--- src/rtl/adel_imem_loader.sv ---
// adel_imem_loader
//
// Instruction-supply block for the adel core. A program is streamed in as
// bytes over a valid/ready handshake and stored in an internal instruction
// RAM. While that happens the core is held in reset. Once the last word is
// written the core is released and fetches instructions combinationally
// from the RAM by program counter.
//
// Stream format: one count byte N, then N 16-bit words, each sent as the
// low byte followed by the high byte. Word k lands at RAM address k.
//
// Ports
//   clk_i         system clock
//   nrst_i        asynchronous active-low reset
//   load_start_i  one-cycle pulse: abort whatever is going on, expect a count
//   load_valid_i  load_byte_i carries a byte
//   load_byte_i   program stream byte
//   load_ready_o  a byte is accepted this cycle (combinational, 0 in RUN)
//   pc_i          program counter from the core
//   inst_o        instruction at pc_i, or the NOP 0xE000 outside the program
//   core_nrst_o   registered active-low reset to the core
//   prog_len_o    number of words in the loaded program
//   err_o         sticky error: the last count byte exceeded DEPTH
//
// AW must equal clog2(DEPTH); the count byte is 8 bits, so DEPTH <= 255.

module adel_imem_loader #(
  parameter int DEPTH = 64,
  parameter int AW    = 6
) (
  input  logic          clk_i,
  input  logic          nrst_i,
  input  logic          load_start_i,
  input  logic          load_valid_i,
  input  logic [7:0]    load_byte_i,
  output logic          load_ready_o,
  input  logic [15:0]   pc_i,
  output logic [15:0]   inst_o,
  output logic          core_nrst_o,
  output logic [AW:0]   prog_len_o,
  output logic          err_o
);

  // OR r0,r0,#0 -- returned for every pc outside the loaded program.
  localparam logic [15:0] NOP_INST = 16'hE000;
  localparam logic [8:0]  DEPTH_B  = 9'(DEPTH);

  typedef enum logic [1:0] {
    ST_CNT = 2'd0,
    ST_LO  = 2'd1,
    ST_HI  = 2'd2,
    ST_RUN = 2'd3
  } state_e;

  state_e         state_q, state_d;
  logic [AW-1:0]  addr_q, addr_d;
  logic [7:0]     low_q, low_d;
  logic [AW:0]    len_q, len_d;
  logic           err_q, err_d;
  logic           core_nrst_q, core_nrst_d;

  logic           xfer;
  logic           mem_we;
  logic [15:0]    mem_wdata;
  logic           last_word;
  logic [15:0]    len_ext;

  // Instruction storage. Deliberately not reset: a reset mid-load keeps
  // whatever was already written, and prog_len=0 hides it from the core.
  logic [15:0]    mem_q [DEPTH];

  assign load_ready_o = (state_q != ST_RUN);
  assign xfer         = load_valid_i && load_ready_o;

  // Final word of the program is the one at address prog_len-1.
  assign last_word = ((AW+1)'(addr_q) == (len_q - (AW+1)'(1)));

  assign mem_wdata = {load_byte_i, low_q};

  // --------------------------------------------------------------------
  // Next-state logic
  // --------------------------------------------------------------------
  always_comb begin
    state_d     = state_q;
    addr_d      = addr_q;
    low_d       = low_q;
    len_d       = len_q;
    err_d       = err_q;
    mem_we      = 1'b0;
    // The core leaves reset one cycle after RUN is entered.
    core_nrst_d = (state_q == ST_RUN);

    if (load_start_i) begin
      // Restart wins over a byte arriving on the same edge; that byte is lost.
      state_d     = ST_CNT;
      addr_d      = '0;
      core_nrst_d = 1'b0;
    end else if (xfer) begin
      unique case (state_q)
        ST_CNT: begin
          if (load_byte_i == 8'd0) begin
            len_d   = '0;
            err_d   = 1'b0;
            state_d = ST_RUN;
          end else if ({1'b0, load_byte_i} > DEPTH_B) begin
            // Oversized program: flag it and wait for another count.
            err_d = 1'b1;
          end else begin
            len_d   = (AW+1)'(load_byte_i);
            err_d   = 1'b0;
            addr_d  = '0;
            state_d = ST_LO;
          end
        end
        ST_LO: begin
          low_d   = load_byte_i;
          state_d = ST_HI;
        end
        ST_HI: begin
          // Whole word written at once, so the core never sees half a word.
          mem_we = 1'b1;
          if (last_word) begin
            state_d = ST_RUN;
          end else begin
            addr_d  = addr_q + AW'(1);
            state_d = ST_LO;
          end
        end
        ST_RUN: begin
          // load_ready_o is 0 here, so no transfer can occur.
          state_d = ST_RUN;
        end
        default: state_d = ST_CNT;
      endcase
    end
  end

  // --------------------------------------------------------------------
  // State registers
  // --------------------------------------------------------------------
  always_ff @(posedge clk_i or negedge nrst_i) begin
    if (!nrst_i) begin
      state_q     <= ST_CNT;
      addr_q      <= '0;
      low_q       <= '0;
      len_q       <= '0;
      err_q       <= 1'b0;
      core_nrst_q <= 1'b0;
    end else begin
      state_q     <= state_d;
      addr_q      <= addr_d;
      low_q       <= low_d;
      len_q       <= len_d;
      err_q       <= err_d;
      core_nrst_q <= core_nrst_d;
    end
  end

  always_ff @(posedge clk_i) begin
    if (mem_we) begin
      mem_q[addr_q] <= mem_wdata;
    end
  end

  // --------------------------------------------------------------------
  // Instruction read: full 16-bit compare, so wrapped negative targets and
  // anything at or beyond DEPTH fall out as the NOP.
  // --------------------------------------------------------------------
  assign len_ext = 16'(len_q);
  assign inst_o  = (pc_i < len_ext) ? mem_q[pc_i[AW-1:0]] : NOP_INST;

  assign core_nrst_o = core_nrst_q;
  assign prog_len_o  = len_q;
  assign err_o       = err_q;

endmodule
--- config.mk ---
export PLATFORM = sky130hd
export DESIGN_NAME = adel_imem_loader
export DESIGN_NICKNAME = d
export VERILOG_FILES = /design/src/rtl/adel_imem_loader.sv
export SDC_FILE = /design/constraint.sdc
export NUM_CORES = 1
export LEC_CHECK = 0
export BUFFER_PORTS_ARGS = -buffer_cell sky130_fd_sc_hd__buf_2
export CAP_MARGIN = 40
export CORE_ASPECT_RATIO = 0.7
export CORE_MARGIN = 10
export CORE_UTILIZATION = 65
export CTS_BUF_LIST = sky130_fd_sc_hd__clkbuf_4 sky130_fd_sc_hd__clkbuf_8
export DETAILED_ROUTE_END_ITERATION = 8
export PLACE_DENSITY = 0.89
export REMOVE_ABC_BUFFERS = 1
export SYNTH_ARGS = -nofsm -noshare
export SYNTH_HDL_FRONTEND = slang
export SYNTH_SLANG_ARGS = --single-unit
--- constraint.sdc ---
create_clock -name clk_i -period 9.5 [get_ports clk_i]
set_input_delay 1.9 -clock clk_i [delete_from_list [all_inputs] [get_ports clk_i]]
set_output_delay 1.9 -clock clk_i [all_outputs]
set_load 0.05 [all_outputs]
Yosys cells after proc, flatten, opt, wreduce, memory -nomap -nowiden
Memory sizes are Yosys's and may differ from the RTL's.
Cells that the tools add are included.
Word-level totals
  bits in registers: 25
  RAM bits: 1024
  bits of input ports: 28
  output and inout port bits: 26
  word-level logic and storage cells: 55
  memories kept: 1
Memories
  mem_q: words 64, width 16, read ports 1, clocked after memory_dff 0, wr ports 1, RTL line 70  | logic [15:0] mem_q [DEPTH];
Cells by class
  add/sub/neg operators: 2
  order comparisons: 2
  equality and inequality tests: 10
  multiplexer cells: 23
  bitwise gates (word level): 1
  reductions and logical operators: 10
Operator list (number)
  6-bit two-way mux: 5
  16-bit by 7-bit less-than comparator with 1-bit output: 1
  16-bit two-way mux: 1
  7-bit two-way mux: 2
  6-bit one-hot mux with 2 select lines: 1
  2-bit two-way mux: 5
  3-bit != test (second input constant): 3
  8-bit by 7-bit greater-than comparator with 1-bit output (second input constant): 1
  8-bit logical NOT: 1
  1-bit two-way mux: 8
  2-bit one-hot mux with 4 select lines: 1
  6-bit by 7-bit equality test with 1-bit output: 1
  7-bit by 1-bit subtractor with 7-bit output (second input constant): 1
  6-bit by 1-bit adder with 6-bit output (second input constant): 1
  3-bit AND reduction: 2
  5-bit AND reduction: 1
  2-bit equality test (second input constant): 2
  2-bit != test (second input constant): 2
  4-bit != test (second input constant): 1
  4-bit AND reduction: 1
  3-bit nonzero test: 1
  2-bit by 1-bit equality test with 1-bit output (second input constant): 1
  2-bit logical NOT: 1
  2-bit AND reduction: 1
  other kinds (3): 3

Logic depth before layout (Yosys ltp)
  depth in word-level cells: 6
  depth in mapped cells: 11
  gate-level depth less buffers: 9

Least setup slack after synthesis
OpenSTA, ideal clock, no wires.
  path type: input to output
  from: input port pc_i[0]
  to: output port inst_o[10]
  data arrival time: 4524 ps
  required time: 7600 ps
  setup slack: 3076 ps
  cell stages on the path: 11
  buffers on the path: 7
  path through: buf_6 buf_8 buf_6 buf_6 buf_6 buf_6 buf_6 mux2i_1 o211ai_1 o22ai_1 a211oi_1
On the way
  longest elaborated chain between the ends: 2
  elaborated cells between the ends (all ways): 3
  those cells by class: order compare (1); mux (1); memory (1)
Ends and longest elaborated chain
  start, declared: RTL line 37  | input logic [15:0] pc_i,
  memory 64 x 16 bit or 16-bit by 7-bit less-than comparator with 1-bit output (tied branches)
  16-bit two-way mux (*): RTL line 170  | assign inst_o = (pc_i < len_ext) ? mem_q[pc_i[AW-1:0]] : NOP_INST;
  end, declared: RTL line 38  | output logic [15:0] inst_o,
Mark *: on every way between the ends. The rest lies on a longest branch, timed or not.

Worst setup path in the final report
  from: input port pc_i[1]
  to: output port inst_o[9]
The elaborated chain is that of the path after synthesis.

==> results.tsv <==
stage	metric	value	unit
outcome	status	complete, no violations	
pwr	ir_worst_vdd	0.000132	V
logic_synthesis	netlist.area_leader.share	0.754	
setup_path	worstSetupPathType	input port to output port	
global_route	overflow	0	
global_route	met2_usage	0.419	
placement	numPortBuffers	53	
setup_path	critPathBufInv	3	
drt	drt_iter0_markers	4270	
clock_network	clockRootBuffer	clkbuf_8	
sta	tightest_slew	1030	ps
setup_path	cp.required	7600	ps
pwr	cellLeakagePower	14.6	nW
logic_synthesis	synthArstFlopShare	0.0238	
sta	period_needed	7850	ps
sta	final.setup.tns	0	ps
setup_path	r2r-end	mem_q[58][4]$_DFFE_PP_	
drt	vias_per_cell	7.16	
setup_path	reg2reg_depth	7	
logic_synthesis	synth.largest_area_cell	edfxtp_1	
layout	area_delta_synth_final	10.9	%
layout	nNetsFinal	2152	
min_path	hold_path_class	register to register	
sta	rsz0062_at_grt	no	
layout	layout-drive-gt1-share	0.299	
drt	drc	0	
layout	layout_common_cells	1,024 x edfxtp_1, 250 x mux4_2, 147 x clkbuf_8, 93 x nand2_1, 90 x buf_4	
logic_synthesis	syn_inst	1923	
sta	finClkSkew	50.7	ps
setup_path	slowest_delay	820	ps
die	dieArea	0.0733	mm²
clock_network	numCtsBuffers	143	
layout	finish.instance_area	0.0452	mm²
layout	final_common_cell	edfxtp_1	
logic_synthesis	ys_ff_latch	1049	
die	coreArea	0.0618	mm²
pwr	powerDensity	209	mW/mm²
logic_synthesis	synth_edf_count	1024	
min_path	min_from	err_o$_DFFE_PN0P_	
die	die_w	319	µm
sta	hold_ws	534	ps
clock_network	path_clk_slew	60	ps
logic_synthesis	synth_area	0.0408	mm²
setup_path	reg2reg_from	state_q[1]$_DFFE_PN0P_	
clock_network	htreeDepth	4	
clock_network	hold_buffers	0	
placement	gp_congestion	0.953	
global_route	busiest_layer	met2	
logic_synthesis	synth_area_leaders	edfxtp_1 75%, mux4_2 14%, dfrtp_1 1.5%, a22oi_1 1.3%, mux2i_1 0.86%	
placement	dp_hpwl	64400	µm
die	io_pins	54	
min_path	hold_depth	1	
logic_synthesis	synth_cell_types	52	
sta	fmax	127	MHz
setup_path	cp_max_fo	73	
setup_path	cp-start-kind	input port	
drt	vias	21800	
clock_network	post_cts_buffers	0	
global_route	first_global_vias	21600	
setup_path	cp.arrival	5950	ps
logic_synthesis	yosysSeqAreaShare	0.770	
global_route	grt_usage	0.285	
sta	hold_viol	0	
logic_synthesis	syn_area_per_cell	21.2	µm²
global_route	grt.met1_usage	0.390	
clock_network	cts_tree	yes	
die	num_rows	76	
drt	first_pass_iters	7	
global_route	met3_usage	0.122	
global_route	antenna_found_initial	6	
sta	fin_crit_sh	0.826	
setup_path	crit_family	compound AO/OA/AOI/OAI gates	
layout	fillerInstances	3153	
global_route	grt_max_degree	91	
min_path	whs_endpoint	err_o$_DFFE_PN0P_	
drt	antenna_left	0	
die	die_height	230	µm
setup_path	r2r_slack	6010	ps
setup_path	worstSetupEndpointType	output port	
clock_network	clock_path_buffers	3	
die	start_util	0.659	
global_route	grt_pass1_wl	151000	µm
clock_network	clk_latency	780	ps
clock_network	cts.sinks	1049	
sta	setup_violations	0	
layout	multi_input_area	0.00882	mm²
logic_synthesis	synth_ff_type	edfxtp_1	
placement	place_area	0.0425	mm²
sta	finalMaxSlewViolations	0	
drt	wl_per_cell	34.3	µm
flow_run	maxCapViolations	0	
setup_path	critPathSlowestCell	a211oi_1	
setup_path	crit_path_cell_trace	buf_8 > buf_4 > mux2i_1 > nand2_1 > and3_1 > a21oi_1 > o21ai_0 > o22ai_1 > a211oi_1 > buf_2	
logic_synthesis	ys_warn_count	0	
drt	wl	104000	µm
clock_network	cts_resized	0	
sta	slew_headroom	0.312	
layout	regArea	0.0314	mm²
==> through the flow <==
stage	cells	utilization	total power [W]	setup slack, ps
floorplan	1816	-	0.00577	3150
global placement	2776	0.684	0.00611	1980
detailed placement	2789	0.687	0.00619	1960
CTS	3039	0.731	0.00944	1940
global route	3041	0.731	0.00969	1550
finish	3043	0.731	0.00946	1650
==> final cells by class <==
type | instances | share of cell area
clock inverters | 42 | 0.00501
repair buffers | 155 | 0.0270
multi-input cells | 756 | 0.195
flip-flops and latches | 1049 | 0.694
clock buffers | 208 | 0.0549
diodes | 3 | 0.000166
inverters | 11 | 0.000913
well taps | 819 | 0.0227
==> sequential cells by signal, summed over array words and instances (netlist names) <==
register and count:
prog_len_o 7, state_q 2, mem_q 1024, err_o 1
addr_q 6, core_nrst_o 1, low_q 8
==> worst max-delay path by stage <==
stage,slack (ps),start,end,cells past startpoint
3_3_place_gp,1980,pc_i[1],inst_o[5],10
5_1_grt,1550,pc_i[1],inst_o[5],10
2_1_floorplan,3150,pc_i[4],inst_o[10],6
3_5_place_dp,1960,pc_i[1],inst_o[5],10
4_1_cts,1940,pc_i[1],inst_o[5],10
6_report,1650,pc_i[1],inst_o[9],10
==> worst register-to-register path, stage by stage, from the launching register on <==
cell and delay, ps:
dfrtp_1 410, inv_1 110, nor3_1 720, nand2_1 160, nor2_1 370, nand2_1 400, nor2_1 630, buf_4 360
==> where the power goes <==
group / internal [W] / switching, W / total (W)
Sequential: 0.00529 / 0.0000963 / 0.00539
Combinational: 0.000223 / 0.000519 / 0.000741
Clock: 0.00168 / 0.00165 / 0.00333
Total: 0.00720 / 0.00226 / 0.00946
==> cells by family after synthesis <==
logic type,after synthesis,synth area share
buffers and inverters,118,0.0141
AO/OA/AOI/OAI,196,0.0333
XOR/XNOR,6,0.00129
AND/OR/NAND/NOR,243,0.0262
multiplexers,303,0.153
adder cells (fa/ha/maj),8,0.00246
flip-flops,1049,0.770
==> synth_stat cells (3+ instances only) <==
master / n
a211oi_1: 24
a21o_1: 5
a21oi_1: 20
a221oi_1: 14
a22oi_1: 68
and2_1: 4
and3_1: 14
buf_1: 11
buf_2: 36
buf_4: 5
buf_6: 6
clkbuf_1: 47
dfrtp_1: 25
edfxtp_1: 1024
ha_1: 8
inv_1: 11
mux2_2: 15
mux2i_1: 35
mux4_1: 3
mux4_2: 250
nand2_1: 93
nand2b_1: 3
nand3_1: 12
nor2_1: 82
nor2b_1: 16
nor3_1: 6
nor4_1: 3
o211ai_1: 9
o21ai_0: 28
o21ai_1: 3
o22ai_1: 14
xnor2_1: 5
==> layer usage <==
layer,share of wire,vias up,wire length (µm)
li1,-,8425,-
met1,0.34,11000,35100
met2,0.45,2031,47300
met3,0.17,337,18200
met4,0.034,10,3510
met5,0.0029,-,299
(Power assumes the default switching activity.)
